`src/rtl/disp_pkg.sv`:
```
// Shared types and constants for the message scroller.
package disp_pkg;

    typedef enum logic [1:0] {
        ST_IDLE   = 2'd0,
        ST_SCROLL = 2'd1,
        ST_PAUSED = 2'd2,
        ST_DONE   = 2'd3
    } disp_state_e;

    localparam int         DISP_DIGITS = 4;
    localparam logic [3:0] DISP_BLANK  = 4'hf;

endpackage

```
`src/rtl/tick_gen.sv`:
```
// Scroll-step prescaler: counts 0..TICK_DIV-1 while enabled, tick marks the terminal count.
module tick_gen #(
    parameter int TICK_DIV = 12_500_000
) (
    input  logic clk,
    input  logic reset,
    input  logic clear,
    input  logic enable,
    output logic tick
);

    localparam int CW = $clog2(TICK_DIV);

    logic [CW-1:0] cnt;

    assign tick = enable && (cnt == CW'(TICK_DIV - 1));

    always_ff @(posedge clk or posedge reset) begin
        if (reset)
            cnt <= '0;
        else if (clear)
            cnt <= '0;
        else if (enable)
            cnt <= tick ? '0 : cnt + 1'b1;
    end

endmodule

```
`src/rtl/disp_msg_scroller.sv`:
```
// Scrolls a message of 4-bit codes right-to-left across four display digits.
// Define SCROLL_LOOP_EN to restart the message after each pass instead of stopping.
module disp_msg_scroller
    import disp_pkg::*;
#(
    parameter int         MSG_DEPTH  = 16,
    parameter int         TICK_DIV   = 12_500_000,
    parameter logic [3:0] BLANK_CODE = DISP_BLANK
) (
    input  logic                         clk,
    input  logic                         reset,
    input  logic                         wr_en,
    input  logic [$clog2(MSG_DEPTH)-1:0] wr_addr,
    input  logic [3:0]                   wr_data,
    input  logic [$clog2(MSG_DEPTH):0]   msg_len,
    input  logic                         start,
    input  logic                         stop,
    input  logic                         pause,
    output logic [3:0]                   hex3,
    output logic [3:0]                   hex2,
    output logic [3:0]                   hex1,
    output logic [3:0]                   hex0,
    output logic [3:0]                   dp_out,
    output logic                         busy,
    output logic                         done
);

    localparam int AW = $clog2(MSG_DEPTH);
    localparam int LW = AW + 1;
    localparam int PW = AW + 2;   // pos runs up to len+2

    disp_state_e state, state_nxt;

    logic [3:0]    buffer [MSG_DEPTH];
    logic [LW-1:0] len;
    logic [PW-1:0] pos;
    logic          start_ok;
    logic          tick;
    logic          last_step;
    logic [DISP_DIGITS-1:0][3:0] digit;

    assign start_ok  = ((state == ST_IDLE) || (state == ST_DONE)) && start && (msg_len != '0);
    assign last_step = tick && (pos == PW'(len) + PW'(2));

    // stop masks the prescaler so an abort can never coincide with a done pulse
    tick_gen #(.TICK_DIV(TICK_DIV)) u_tick (
        .clk    (clk),
        .reset  (reset),
        .clear  (start_ok),
        .enable ((state == ST_SCROLL) && !stop),
        .tick   (tick)
    );

    always_ff @(posedge clk) begin
        if (wr_en)
            buffer[wr_addr] <= wr_data;
    end

    always_ff @(posedge clk or posedge reset) begin
        if (reset)
            state <= ST_IDLE;
        else
            state <= state_nxt;
    end

    always_comb begin
        state_nxt = state;
        unique case (state)
            ST_IDLE, ST_DONE: if (start_ok) state_nxt = ST_SCROLL;
            ST_SCROLL: begin
                if (stop)
                    state_nxt = ST_IDLE;
                else if (last_step)
`ifdef SCROLL_LOOP_EN
                    state_nxt = ST_SCROLL;
`else
                    state_nxt = ST_DONE;
`endif
                else if (pause)
                    state_nxt = ST_PAUSED;
            end
            ST_PAUSED: begin
                if (stop)
                    state_nxt = ST_IDLE;
                else if (!pause)
                    state_nxt = ST_SCROLL;
            end
            default: state_nxt = ST_IDLE;
        endcase
    end

    always_comb begin
        busy   = (state == ST_SCROLL) || (state == ST_PAUSED);
        dp_out = (state == ST_PAUSED) ? 4'b0001 : 4'b0000;
    end

    always_ff @(posedge clk or posedge reset) begin
        if (reset) begin
            pos  <= '0;
            len  <= '0;
            done <= 1'b0;
        end else begin
            done <= last_step;
            if (start_ok) begin
                pos <= '0;
                len <= (msg_len > LW'(MSG_DEPTH)) ? LW'(MSG_DEPTH) : msg_len;
            end else if (last_step) begin
`ifdef SCROLL_LOOP_EN
                pos <= '0;
`endif
            end else if (tick) begin
                pos <= pos + 1'b1;
            end
        end
    end

    // Outside SCROLL/PAUSED the window is forced blank, so DONE shows no tail
    for (genvar k = 0; k < DISP_DIGITS; k++) begin : g_digit
        logic [PW-1:0] rel;
        assign rel      = pos - PW'(k);
        assign digit[k] = (busy && (pos >= PW'(k)) && (rel < PW'(len)))
                          ? buffer[rel[AW-1:0]] : BLANK_CODE;
    end

    assign hex0 = digit[0];
    assign hex1 = digit[1];
    assign hex2 = digit[2];
    assign hex3 = digit[3];

endmodule

```
`config.mk`:
```
export PLATFORM = sky130hd
export DESIGN_NAME = disp_msg_scroller
export DESIGN_NICKNAME = d
export VERILOG_FILES = /design/src/rtl/disp_pkg.sv /design/src/rtl/tick_gen.sv /design/src/rtl/disp_msg_scroller.sv
export SDC_FILE = /design/constraint.sdc
export NUM_CORES = 1
export LEC_CHECK = 0
export BUFFER_PORTS_ARGS = -buffer_cell sky130_fd_sc_hd__clkbuf_2
export CAP_MARGIN = 5
export CELL_PAD_IN_SITES_DETAIL_PLACEMENT = 1
export CELL_PAD_IN_SITES_GLOBAL_PLACEMENT = 2
export CORE_MARGIN = 2
export CORE_UTILIZATION = 35
export DETAILED_ROUTE_END_ITERATION = 10
export PLACE_DENSITY_LB_ADDON = 0.1
export SLEW_MARGIN = 10
export SYNTH_ARGS = -nofsm -noshare
export SYNTH_HDL_FRONTEND = slang
export SYNTH_SLANG_ARGS = --single-unit
```
`constraint.sdc`:
```
create_clock -name clk -period 4.41 [get_ports clk]
set_clock_uncertainty 0.1 [all_clocks]
set_input_delay 0.882 -clock clk [delete_from_list [all_inputs] [get_ports clk]]
set_output_delay 0.882 -clock clk [all_outputs]
set_load 0.005 [all_outputs]
```
Word-level counts from Yosys, hierarchy flattened --
Memories as Yosys holds them, arrays and structs flattened. Index checks and enable logic that the tools add are counted.
Storage, ports and cells: register bits 38, input port bits 19, output and inout port bits 22, bits in writable memories 64, memories kept 1
Cells by class: magnitude comparators 9, add/sub/neg operators 6, muxes and demuxes 21, equality and inequality tests 9, reductions and logical operators 23
Memories:
- buffer | depth 16, bits a word 4, read ports 4, clocked after memory_dff 0, wr ports 1, line disp_msg_scroller.sv:34 | logic [3:0] buffer [MSG_DEPTH];
Operator list (number):
- $mux 24 | 3
- $add 24x1->24 const B | 1
- $eq 24x24->1 const B | 1
- $lt 6x5->1 | 4
- $mux 6 | 3
- $mux 4 | 4
- $logic_and 1x1->1 | 13
- $ge 6x1->1 const B | 2
- $ge 6x2->1 const B | 2
- $mux 2 | 6
- $sub 6x2->6 const B | 2
- $add 5x2->6 const B | 1
- $add 6x1->6 const B | 1
- $eq 6x6->1 | 1
- $pmux 2 s3 | 1
- $sub 6x1->6 const B | 1
- $gt 5x5->1 const B | 1
- $mux 5 | 1
- $reduce_bool 5->1 | 1
- $eq 2x2->1 const B | 2
- $ne 2x2->1 const B | 2
- $ne 4x4->1 const B | 1
- $reduce_bool 2->1 | 2
- $mux 1 | 3
- 8 further kinds | 9

Logic depth before layout (Yosys ltp) --
depth in word-level cells 7, mapped depth 14, gate-level depth less buffers 11

Hierarchy --
Synthesis repeated with hierarchy kept, for this count alone.
Unflattened totals: cells, all modules 580, area total of the unflattened synthesis 6790.3 sq um
Modules (own cells, without submodules):
- disp_msg_scroller | cells an instance 442, instances 1, seq. area each 2272.2 sq um, area each 5511.5 sq um
- tick_gen | cells an instance 138, instances 1, seq. area each 600.6 sq um, area each 1278.7 sq um

Worst setup path before layout --
No wires, ideal clock.
path kind reg2out, from register pos[2], to output port hex1[0], path buffers 3, stages on the path, launching flop included 15, required time 3.428 ns, arrival time 3.338 ns, path slack 0.090 ns, cell sequence dfrtp_1 buf_6 buf_4 buf_1 inv_1 ha_1 a21boi_2 xnor2_1 inv_1 ha_1 a21oi_1 o21ai_0 a221oi_1 and3_1 a31oi_1
Between the ends: cells in the longest elaborated chain, start to end 4, elaborated cells on any way between the ends 7
Ends and longest elaborated chain:
- start: declaration | line disp_msg_scroller.sv:36 | logic [PW-1:0] pos;
- start signal: assignment | line disp_msg_scroller.sv:112 | pos <= pos + 1'b1;
- $sub 6x1->6 or $ge 6x1->1 (tied branches) | line disp_msg_scroller.sv:120, disp_msg_scroller.sv:121
- $lt 6x5->1 or $logic_and 1x1->1 (tied branches) | line disp_msg_scroller.sv:121 | assign digit[k] = (busy && (pos >= PW'(k)) && (rel < PW'(len)))
- $logic_and 1x1->1 | line disp_msg_scroller.sv:121
- $mux 4 (*) | line disp_msg_scroller.sv:122 | ? buffer[rel[AW-1:0]] : BLANK_CODE;
- end: declaration | line disp_msg_scroller.sv:21 | output logic [3:0] hex1,
Every way passes the cells marked *; elsewhere a longest branch is shown, timed or not.

Final worst setup path --
from register pos[1], to output port hex3[1]
Between the ends: cells in the longest elaborated chain, start to end 4, elaborated cells on any way between the ends 7
Ends and longest elaborated chain:
- $sub 6x2->6 or $ge 6x2->1 (tied branches) | line disp_msg_scroller.sv:120, disp_msg_scroller.sv:121
- $lt 6x5->1 or $logic_and 1x1->1 (tied branches) | line disp_msg_scroller.sv:121
- $logic_and 1x1->1 | line disp_msg_scroller.sv:121
- $mux 4 (*) | line disp_msg_scroller.sv:122
- end: declaration | line disp_msg_scroller.sv:19 | output logic [3:0] hex3,
Marks and branches as above.

==> flow_summary_export.csv <==
group,metric,value,unit
run_status,status,"finished, final reports clean",
cts,cts_tree,"built",
logic_synthesis,avgSynthCellArea,12.5,sq um
cts,cts_hold_buffers,0,
die,die_area,0.0207,sq mm
logic_synthesis,synth_seq_cells,102,
critical_path,r2r_end,"u_tick.cnt[12]$_DFFE_PP0P_",
die,io_pins,41,
timing,worst_pin_slew,1170,ps
timing,fin_crit,4070,ps
worst_hold_path,hold_start,"state[0]$_DFFE_PP0P_",
timing,rsz0062_at_grt,"no",
timing,final_hold_viol_count,0,
logic_synthesis,syn_inst,547,
timing,slew_headroom,21.5,%
pwr,p_total,2.60,mW
detailed_routing,wl_per_cell,22.5,microns
grt,grt_use_total,19.8,%
detailed_routing,finalWirelength,19200,microns
critical_path,r2r_cells,7,
timing,fmax,0.246,GHz
timing,timing.setup.tns,0,ps
placement,portBuffers,37,
pwr,p_leak,2.76,nW
detailed_routing,vias,4763,
detailed_routing,dr.pass1.iters,4,
grt,grt-ovfl-total,0,
die,rows,51,
final_layout,diodes,0,
critical_path,end_kind,"output pin",
die,die_w,144,microns
timing,period_share,92.3,%
grt,grt_start_max_net_pins,53,
cts,cts_setup_buffers,0,
die,core,0.0193,sq mm
detailed_routing,final_antenna_net_count,0,
timing,drv_slew,0,
placement,place.detailed.hpwl,14100,microns
cts,cts_root_buf,"clkbuf_16",
critical_path,reg2reg_from,"state[0]$_DFFE_PP0P_",
logic_synthesis,synth_cell_types,62,
grt,antenna_found_initial,0,
logic_synthesis,synth_async_sr_flop_share,37.3,%
final_layout,drive_above_1_share,23.0,%
critical_path,cp-startpoint,"pos[1]$_DFFE_PP0P_",
grt,grt_pass1_wl,30100,microns
final_layout,area_growth,12.0,%
critical_path,worstPathArrival,3090,ps
logic_synthesis,ys_seq_area_share,42.0,%
cts,clock_sinks,102,
die,fp.dieH,144,microns
critical_path,cp-start-kind,"flop",
critical_path,required,3430,ps
worst_hold_path,hold_class,"reg -> reg",
logic_synthesis,synth_edf_count,64,
detailed_routing,drt_iter0_markers,301,
die,start_util,35.4,%
timing,setup_violations,0,
grt,grt_pass1_vias,4929,
logic_synthesis,synth_area,0.00684,sq mm
detailed_routing,viasPerCell,5.56,
logic_synthesis,yosys_warnings,0,
final_layout,fill_cells,2056,
cts,cts_made_buffers,9,
critical_path,crit_type,"reg -> out",
critical_path,r2r_slack,1780,ps
critical_path,worstPathMaxFanout,32,
pwr,worst_ir_drop_vdd,0.163,mV
cts,cts_max_level,3,
cts,post_cts_resized,0,
placement,routabilityCongestion,0.855,
cts,path_clk_slew,80,ps
final_layout,layout.nets,636,
cts,clkLatencyLatePin,360,ps
logic_synthesis,synth_ff_type,"edfxtp_1",
pwr,power_density,339,mW/mm^2
cts,clk_path_buf_depth,2,
detailed_routing,drc,0,
critical_path,worstSetupEndpoint,"hex3[1]",
job,maxCapViolCount,0,
==> worst min path at each step <==
| stage | to | depth (start not counted) | slack [ps] |
|---|---|---|---|
| final | state[0]$_DFFE_PP0P_ | 1 | 430 |
| after global routing | state[0]$_DFFE_PP0P_ | 1 | 460 |
| after CTS | state[0]$_DFFE_PP0P_ | 1 | 440 |
| after detailed placement | state[0]$_DFFE_PP0P_ | 1 | 420 |
| after global placement | state[0]$_DFFE_PP0P_ | 1 | 410 |
| after floorplan | len[0]$_DFFE_PP0P_ | 2 | 380 |
==> layer usage <==
layer | vias to the layer above | global-route usage (%) | part of all wire, %
met1 | 2445 | 28.5 | 47
li1 | 2190 | - | -
met4 | 0 | 6.50 | 2.1
met5 | - | 0 | 0
met2 | 104 | 31.2 | 47
met3 | 24 | 2.40 | 3.7
==> cell families after synthesis <==
family / share of synthesized area (%)
AO/OA/AOI/OAI: 6.89
adder cells (fa/ha/maj): 5.49
other: 0.0548
buffers and inverters: 3.80
AND/OR/NAND/NOR: 12.7
multiplexers: 24.7
flip-flops: 42.0
XOR/XNOR: 4.37
==> layout by cell type, fill, tap and decap left out, types with 2 or more instances in the layout <==
cell,count
a31oi_1,4
a21o_1,2
and4b_1,2
o211ai_1,2
o2111ai_1,2
or2_1,4
nor3_1,11
clkbuf_16,9
nor4_1,2
nor4b_1,2
nand4b_1,2
or3_1,5
clkbuf_2,37
nand2b_1,7
o21a_1,3
nand4_1,9
o21ai_0,23
ha_1,30
buf_4,20
and3_1,6
mux4_1,11
dfrtp_1,37
mux2i_1,17
inv_1,20
bufinv_16,2
nor2b_1,4
nand3_1,15
conb_1,3
nand2_1,44
and4_1,3
xor2_1,14
edfxtp_1,64
a21oi_1,16
a211oi_1,4
a32oi_1,2
nand3b_1,5
nor2_1,51
mux4_2,54
xnor2_1,17
==> through the flow <==
stage	hold WS, ps	setup WS (ps)	cell area [sq um]	utilization, %	std cells
after detailed placement	418	700	7340	38.0	841
after global placement	408	735	7340	38.0	841
final	432	342	7660	39.6	856
after floorplan	384	90.1	6850	-	549
after global routing	459	95.4	7660	39.6	856
after CTS	440	298	7660	39.6	856
==> cells in the mapped netlist, drive strengths merged (7+ instances only) <==
library cell | instances | area share [%]
a21oi | 17 | 1.4
buf | 21 | 2.0
clkbuf | 9 | 0.64
dfrtp | 38 | 14
edfxtp | 64 | 28
ha | 30 | 5.5
inv | 21 | 1.2
mux2i | 17 | 2.5
mux4 | 65 | 22
nand2 | 44 | 2.4
nand2b | 7 | 0.64
nand3 | 15 | 1.1
nand4 | 9 | 0.82
nor2 | 51 | 2.8
nor3 | 11 | 0.80
o21ai | 23 | 1.7
xnor2 | 18 | 2.6
xor2 | 14 | 1.8
==> power by group <==
part | total (mW) | internal [mW] | leakage [nW] | switching [mW]
clock network | 0.868 | 0.500 | 0.154 | 0.368
registers | 1.12 | 1.07 | 1.10 | 0.0501
logic | 0.612 | 0.234 | 1.51 | 0.377
==> worst max-delay path, stage by stage (launching register included) <==
cell	delay [ps]
dfrtp_1	380
buf_4	270
ha_1	300
a21oi_1	220
xor2_1	260
ha_1	290
a21oi_1	130
o21ai_0	120
a2111oi_2	370
buf_4	210
nand2_1	50
clkbuf_2	120
==> final cells by class <==
cell class	count	area (sq um)	share of cell area (%)
clock inverters	6	93.8	1.23
clock buffers	9	225	2.94
flip-flops and latches	102	2870	37.5
inverters	22	82.6	1.08
well taps	265	332	4.33
repair buffers	57	335	4.38
multi-input cells	395	3720	48.5
==> flip-flops by register name, indices dropped and copies added, names as in the netlist <==
register,flops
buffer,64
done,1
len,5
pos,6
state,2
u_tick.cnt,24
Note: power is estimated with default switching activity, not from simulation.
